`config.mk`:
```
export PLATFORM = sky130hd
export DESIGN_NAME = branch_pc_sequencer
export DESIGN_NICKNAME = d
export VERILOG_FILES = /design/src/rtl/branch_ctrl_pkg.sv /design/src/rtl/Branch_Adder.sv /design/src/rtl/branch_pc_sequencer.sv
export SDC_FILE = /design/constraint.sdc
export NUM_CORES = 1
export LEC_CHECK = 0
export ABC_CLOCK_PERIOD_IN_PS = 4000
export CAP_MARGIN = 0
export CORE_MARGIN = 8
export CORE_UTILIZATION = 53
export CTS_CLUSTER_DIAMETER = 40
export CTS_CLUSTER_SIZE = 8
export DETAILED_ROUTE_END_ITERATION = 10
export HOLD_SLACK_MARGIN = 0.1
export PLACE_DENSITY = 0.81
export SYNTH_ARGS = -nofsm -noshare
export SYNTH_HDL_FRONTEND = slang
export SYNTH_SLANG_ARGS = --single-unit
```
`constraint.sdc`:
```
create_clock -name clk -period 4 [get_ports clk]
set_clock_uncertainty 0.05 [all_clocks]
set_input_delay 0.8 -clock clk [delete_from_list [all_inputs] [get_ports clk]]
set_output_delay 0.8 -clock clk [all_outputs]
set_load 0.005 [all_outputs]
```
`src/rtl/branch_ctrl_pkg.sv`:
```
// Shared types and constants for the branch PC sequencer: state encoding,
// default datapath parameters and the flush counter sizing helper.
package branch_ctrl_pkg;

  localparam int          DEF_XLEN     = 32;
  localparam int          DEF_INC      = 4;
  localparam logic [31:0] DEF_RESET_PC = 32'h0000_0000;

  typedef enum logic [1:0] {
    ST_SEQ   = 2'd0,
    ST_CALC  = 2'd1,
    ST_FLUSH = 2'd2
  } seq_state_e;

  // At least one bit so the counter stays declarable when FLUSH_CYCLES is 1 or 2.
  function automatic int flush_cnt_width(input int cycles);
    if (cycles <= 2) begin
      return 1;
    end else begin
      return $clog2(cycles);
    end
  endfunction

endpackage

```
`src/rtl/Branch_Adder.sv`:
```
// Branch target adder: PC plus a signed byte offset, wrapping modulo 2^XLEN.
module Branch_Adder #(
  parameter int XLEN = 32
) (
  input  logic [XLEN-1:0] PC,
  input  logic [XLEN-1:0] offset,
  output logic [XLEN-1:0] branch_target
);

  assign branch_target = PC + offset;

endmodule

```
`src/rtl/branch_pc_sequencer.sv`:
```
// Fetch PC owner: sequential increment or taken-branch redirect through one
// shared adder, with a fixed-length flush window after every redirect.
module branch_pc_sequencer
  import branch_ctrl_pkg::*;
#(
  parameter int              XLEN         = DEF_XLEN,
  parameter logic [XLEN-1:0] RESET_PC     = XLEN'(DEF_RESET_PC),
  parameter int              INC          = DEF_INC,
  parameter int              FLUSH_CYCLES = 2
) (
  input  logic            clk,
  input  logic            reset,
  input  logic            stall,
  input  logic            br_valid,
  input  logic            br_taken,
  input  logic [XLEN-1:0] br_pc,
  input  logic [XLEN-1:0] br_offset,
  output logic            br_ready,
  output logic [XLEN-1:0] pc,
  output logic            pc_valid,
  output logic            flush,
  output logic            align_err
);

  localparam int              CNT_W    = flush_cnt_width(FLUSH_CYCLES);
  localparam logic [CNT_W-1:0] CNT_LOAD = (FLUSH_CYCLES > 1) ? CNT_W'(FLUSH_CYCLES - 2) : {CNT_W{1'b0}};
  localparam logic [XLEN-1:0]  INC_V    = XLEN'(INC);

  seq_state_e       state_r;
  seq_state_e       state_nxt_s;
  logic [XLEN-1:0]  pc_r;
  logic [XLEN-1:0]  br_pc_r;
  logic [XLEN-1:0]  br_off_r;
  logic [CNT_W-1:0] cnt_r;
  logic [XLEN-1:0]  opa_s;
  logic [XLEN-1:0]  opb_s;
  logic [XLEN-1:0]  sum_s;
  logic             take_s;

  assign take_s = br_valid && br_taken;

  // Operand mux feeding the single shared adder, selected by state.
  always_comb begin
    opa_s = pc_r;
    opb_s = INC_V;
    case (state_r)
      ST_CALC: begin
        opa_s = br_pc_r;
        opb_s = br_off_r;
      end
      ST_SEQ, ST_FLUSH: begin
        opa_s = pc_r;
        opb_s = INC_V;
      end
      default: begin
        opa_s = pc_r;
        opb_s = INC_V;
      end
    endcase
  end

  Branch_Adder #(
    .XLEN(XLEN)
  ) u_adder (
    .PC           (opa_s),
    .offset       (opb_s),
    .branch_target(sum_s)
  );

  // State register.
  always_ff @(posedge clk) begin
    if (reset) begin
      state_r <= ST_SEQ;
    end else begin
      state_r <= state_nxt_s;
    end
  end

  // Next-state logic.
  always_comb begin
    state_nxt_s = state_r;
    case (state_r)
      ST_SEQ: begin
        if (take_s) begin
          state_nxt_s = ST_CALC;
        end else begin
          state_nxt_s = ST_SEQ;
        end
      end
      ST_CALC: begin
        if (FLUSH_CYCLES == 1) begin
          state_nxt_s = ST_SEQ;
        end else begin
          state_nxt_s = ST_FLUSH;
        end
      end
      ST_FLUSH: begin
        if (cnt_r == {CNT_W{1'b0}}) begin
          state_nxt_s = ST_SEQ;
        end else begin
          state_nxt_s = ST_FLUSH;
        end
      end
      default: state_nxt_s = ST_SEQ;
    endcase
  end

  // Moore output decode; align_err looks at the redirect sum while in CALC.
  always_comb begin
    br_ready  = 1'b0;
    pc_valid  = 1'b0;
    flush     = 1'b0;
    align_err = 1'b0;
    case (state_r)
      ST_SEQ: begin
        br_ready = 1'b1;
        pc_valid = 1'b1;
      end
      ST_CALC: begin
        flush = 1'b1;
        if ((sum_s % INC_V) != {XLEN{1'b0}}) begin
          align_err = 1'b1;
        end else begin
          align_err = 1'b0;
        end
      end
      ST_FLUSH: begin
        flush = 1'b1;
      end
      default: begin
        br_ready = 1'b0;
      end
    endcase
  end

  // PC, latched branch operands and flush counter.
  always_ff @(posedge clk) begin
    if (reset) begin
      pc_r     <= RESET_PC;
      br_pc_r  <= {XLEN{1'b0}};
      br_off_r <= {XLEN{1'b0}};
      cnt_r    <= {CNT_W{1'b0}};
    end else begin
      case (state_r)
        ST_SEQ: begin
          if (take_s) begin
            br_pc_r  <= br_pc;
            br_off_r <= br_offset;
          end else if (!stall) begin
            pc_r <= sum_s;
          end else begin
            pc_r <= pc_r;
          end
        end
        ST_CALC: begin
          pc_r  <= sum_s;
          cnt_r <= CNT_LOAD;
        end
        ST_FLUSH: begin
          if (cnt_r != {CNT_W{1'b0}}) begin
            cnt_r <= cnt_r - {{(CNT_W-1){1'b0}}, 1'b1};
          end else begin
            cnt_r <= cnt_r;
          end
        end
        default: begin
          pc_r <= pc_r;
        end
      endcase
    end
  end

  assign pc = pc_r;

endmodule
```
==> impl.org <==
** Outcome
- The run finished with clean final reports.

** Worst setup path
- Cells traversed along the worst timing path :: ha_2 > buf_6 > and2_1 > ha_1 > inv_1 > fa_1 > a21boi_1 > clkdlybuf4s50_1
- Slowest stage delay, CP :: between 0.5 and 0.6 ns
- Worst Setup Start Kind :: flop
- Slowest stage cell, crit path :: sky130_fd_sc_hd__clkdlybuf4s50_1
- Data required time at the worst endpoint :: 3.15 ns
- Kind of capture point of the worst setup path :: primary output
- Crit path arrival time :: approximately 3.0 ns
- WS Path Type :: flop to primary output
- Largest fanout on the critical path :: 20

** Synthesis
- Counting flops with an async set or reset pin after synthesis yields a share of 0%.
- Area fraction of the dominant cell type after synthesis :: ~34%
- Counting flops and latches in the post-synthesis netlist gives 98.
- Most area-hungry cell type in the Yosys netlist :: sky130_fd_sc_hd__dfxtp_1
- Distinct cell type count of the synthesized netlist :: 54
- Post-synthesis area per instance :: 7.645 sq um
- Post-Syn Nets :: 850
- In the synthesized netlist, the number of instances is 745.
- Number of synthesized flops with an enable pin :: 0
- The share of the Yosys chip area taken by registers is 34.45%.
- The most used flip-flop cell after synthesis is sky130_fd_sc_hd__dfxtp_1.
- By area the synthesized netlist is led by sky130_fd_sc_hd__dfxtp_1, sky130_fd_sc_hd__nand2_1, sky130_fd_sc_hd__a21oi_1.
- Warnings, synthesis :: 0
- Post-synthesis cell area :: 5695 sq um

** GRT
- Via count of the first global-routing pass :: 5394
- Total overflow reported by the global router :: 0
- Global routing consumed, over all layers together, roughly 22% of the routing resources.
- Global-route wire length before repair :: 26110 um
- Pin count of the biggest net entering global routing :: between 60 and 70
- The number of antenna violations at the first check in global routing came to 0.

** Finish
- Counting the fill cells in the layout gives 939.
- Number of nets in the finished design :: 925
- The repair_antennas step left the layout with diodes totalling 0.
- Commonest non-fill, non-tap cell in the layout :: sky130_fd_sc_hd__nand2_1
- In the final layout, the share of cells above drive strength 1 is 7.888%.
- Commonest cells after routing, fill and taps aside :: sky130_fd_sc_hd__nand2_1, sky130_fd_sc_hd__a21oi_1, sky130_fd_sc_hd__clkdlybuf4s50_1
- After the flow finishes, the layout carries non-filler instances totaling 964.
- Area overhead of the layout relative to synthesis :: 22.78%

** Place
- Prior to clock tree synthesis, the placed netlist has a worst setup slack of 0.3992 ns.
- The wire-length estimate of the detail-placed layout is 11830 um.
- The number of placed instances, taps included, is 949.
- During placement, the flow inserted port buffers numbering 104.
- Global placement routability congestion :: roughly 0.93

** Clock tree
- TritonCTS built the clock tree.
- After clock tree synthesis, the flow added hold-fix buffers numbering 0.
- CTS Root Buffer Type :: sky130_fd_sc_hd__clkbuf_8
- Number of buffers on the longest clock path :: 2
- Clock latency on the worst-skew pair, taken at its later pin, is ~0.38 ns.
- Clock slew at the register clock pins of the worst setup and hold paths :: 0.09 ns
- The clock net in this run drives a total of 98 sinks.
- In this run the number of H-tree levels came out at 3.
- Cells resized by post-CTS repair :: 0
- In this run the post-CTS setup repair buffer count came out at 0.
- Number of clock buffers inserted by TritonCTS :: 9

** Routing
- Via total after detailed routing :: 5401
- Dividing the detail-routed via count by the number of cells gives between 5 and 6.
- After detailed routing, the average wire length per cell comes to between 15 and 20 um.
- Drt total wl :: 15570 um
- Number of remaining DRC errors :: 0
- Pre-Repair DR Iteration Count :: 5
- After the first detailed-routing iteration, the DRC count stood at 268.
- DRT antenna net count :: 0

** Timing
- In the final timing run, aggregate negative setup slack is 0 ns.
- Across all hold checks on the routed design, the worst slack comes to about 0.4 ns.
- The hold violation total from the final report was 0.
- Setup violations remaining at the end of the flow were counted as 0.
- Setup repair after global routing left no endpoint under its margin.
- The final-report max-slew violation count is 0.
- Static timing analysis puts the maximum clock frequency at 0.2630 GHz.
- After layout, the worst setup slack is 0.1982 ns.
- Dividing the final minimum period by the clock period gives 95.05%.
- Headroom to the max-slew limit came out at a little over half.
- Minimum clock period after layout :: roughly 3.8 ns
- For the pin with the worst max-slew slack, the measured transition is 0.6785 ns.

** Pwr
- Dividing total power by cell area gives a power density of 281.4 nW/um^2.
- Summed over all cells, the static leakage comes to between 2 and 3 nW.
- Across the VDD grid, the largest voltage drop is 0.1775 mV.
- Total chip power :: 0.001968 W

** Floorplan
- Overall die area :: 14320 sq um
- Measured along the x axis, the die boundary spans 119.7 um.
- The initial utilization of the core area, before any placement, comes to ~53%.
- The floorplan has 38 rows.
- The floorplan step defined a core boundary enclosing approximately 11000 sq um.
- 105 I/O pins were placed.
- Die Height :: 119.7 um

** Min path
- The min-delay analysis places its worst path in the category flop to flop.

** Flow run
- The tool flagged a number of max-cap violations equal to 0.
==> registers in the layout, summed over array words and instances, names as in the netlist <==
signal / cells
br_off_r: 32
br_pc_r: 32
pc: 32
state_r: 2
==> cell families after synthesis <==
family          count (synthesis)  synth area share (%)
xor+xnor                       25                 3.844
compound gates                200                 20.43
fa+ha+maj                      36                 8.040
flops                          98                 34.45
simple gates                  290                 22.41
mux                            33                 6.481
buf+inv                        63                 4.349
==> layer usage <==
layer	routed length, um	part of all wire, %	track usage, %
met1	6883	44	26.02
met4	280	1.8	7.494
met2	7714	50	37.97
met3	688	4.4	4.744
met5	0	0	0
==> worst max-delay path: cells and delay by family, from the launching register on <==
kind	cells	cell delay, ns
simple gates	1	0.16
flops	1	0.42
buf+inv	3	0.84
fa+ha+maj	3	0.93
compound gates	1	0.23
==> report_power, final <==
part / total (W) / switching, W / internal [W] / leakage, nW
Clock: 0.000645 / 0.000342 / 0.000303 / 0.0877
Combinational: 0.000285 / 0.000142 / 0.000143 / 1.80
Sequential: 0.00104 / 0.0000236 / 0.00101 / 0.798
Total: 0.00197 / 0.000508 / 0.00146 / 2.68
==> synth_stat cells (3+ instances only) <==
| cell type | number |
|---|---|
| sky130_fd_sc_hd__nor2_1 | 28 |
| sky130_fd_sc_hd__nand4_1 | 9 |
| sky130_fd_sc_hd__dfxtp_1 | 98 |
| sky130_fd_sc_hd__mux2_2 | 31 |
| sky130_fd_sc_hd__inv_1 | 12 |
| sky130_fd_sc_hd__buf_1 | 4 |
| sky130_fd_sc_hd__o21ai_0 | 35 |
| sky130_fd_sc_hd__nand2b_1 | 5 |
| sky130_fd_sc_hd__nor3_1 | 10 |
| sky130_fd_sc_hd__a211oi_1 | 8 |
| sky130_fd_sc_hd__ha_1 | 35 |
| sky130_fd_sc_hd__buf_2 | 5 |
| sky130_fd_sc_hd__nand3_1 | 10 |
| sky130_fd_sc_hd__and3_1 | 3 |
| sky130_fd_sc_hd__a21boi_0 | 3 |
| sky130_fd_sc_hd__nand2_1 | 183 |
| sky130_fd_sc_hd__xor2_1 | 12 |
| sky130_fd_sc_hd__a31oi_1 | 4 |
| sky130_fd_sc_hd__a21oi_1 | 112 |
| sky130_fd_sc_hd__a21o_1 | 7 |
| sky130_fd_sc_hd__o211ai_1 | 6 |
| sky130_fd_sc_hd__and2_1 | 30 |
| sky130_fd_sc_hd__xnor2_1 | 13 |
| sky130_fd_sc_hd__o21a_1 | 4 |
| sky130_fd_sc_hd__clkbuf_1 | 40 |
==> layout make-up <==
cell class              count  area [sq um]  area share [%]
inverters                  12         45.04          0.6441
clock inverters             4         52.55          0.7515
repair buffers            115          1122           16.05
multi-input cells         584          3495           49.97
clock buffers              11         141.4           2.022
well taps                 140         175.2           2.505
flip-flops and latches     98          1962           28.06
==> through the flow <==
stage	instance area (sq um)	utilization (%)
floorplan	5695	-
global placement	6793	63.78
detailed placement	6793	63.78
CTS	6987	65.60
global route	6993	65.66
finish	6993	65.66
==> worst paths after layout <==
check | startpoint | endpoint | slack [ns] | depth (start not counted)
max | state_r[0] | align_err | 0.20 | 8
min | br_off_r[11] | br_off_r[11] | 0.40 | 2
max reg2reg | state_r[0] | pc[28] | 0.44 | 13
min reg2reg | br_off_r[11] | br_off_r[11] | 0.40 | 2
Power figures use the tool's default switching activity.
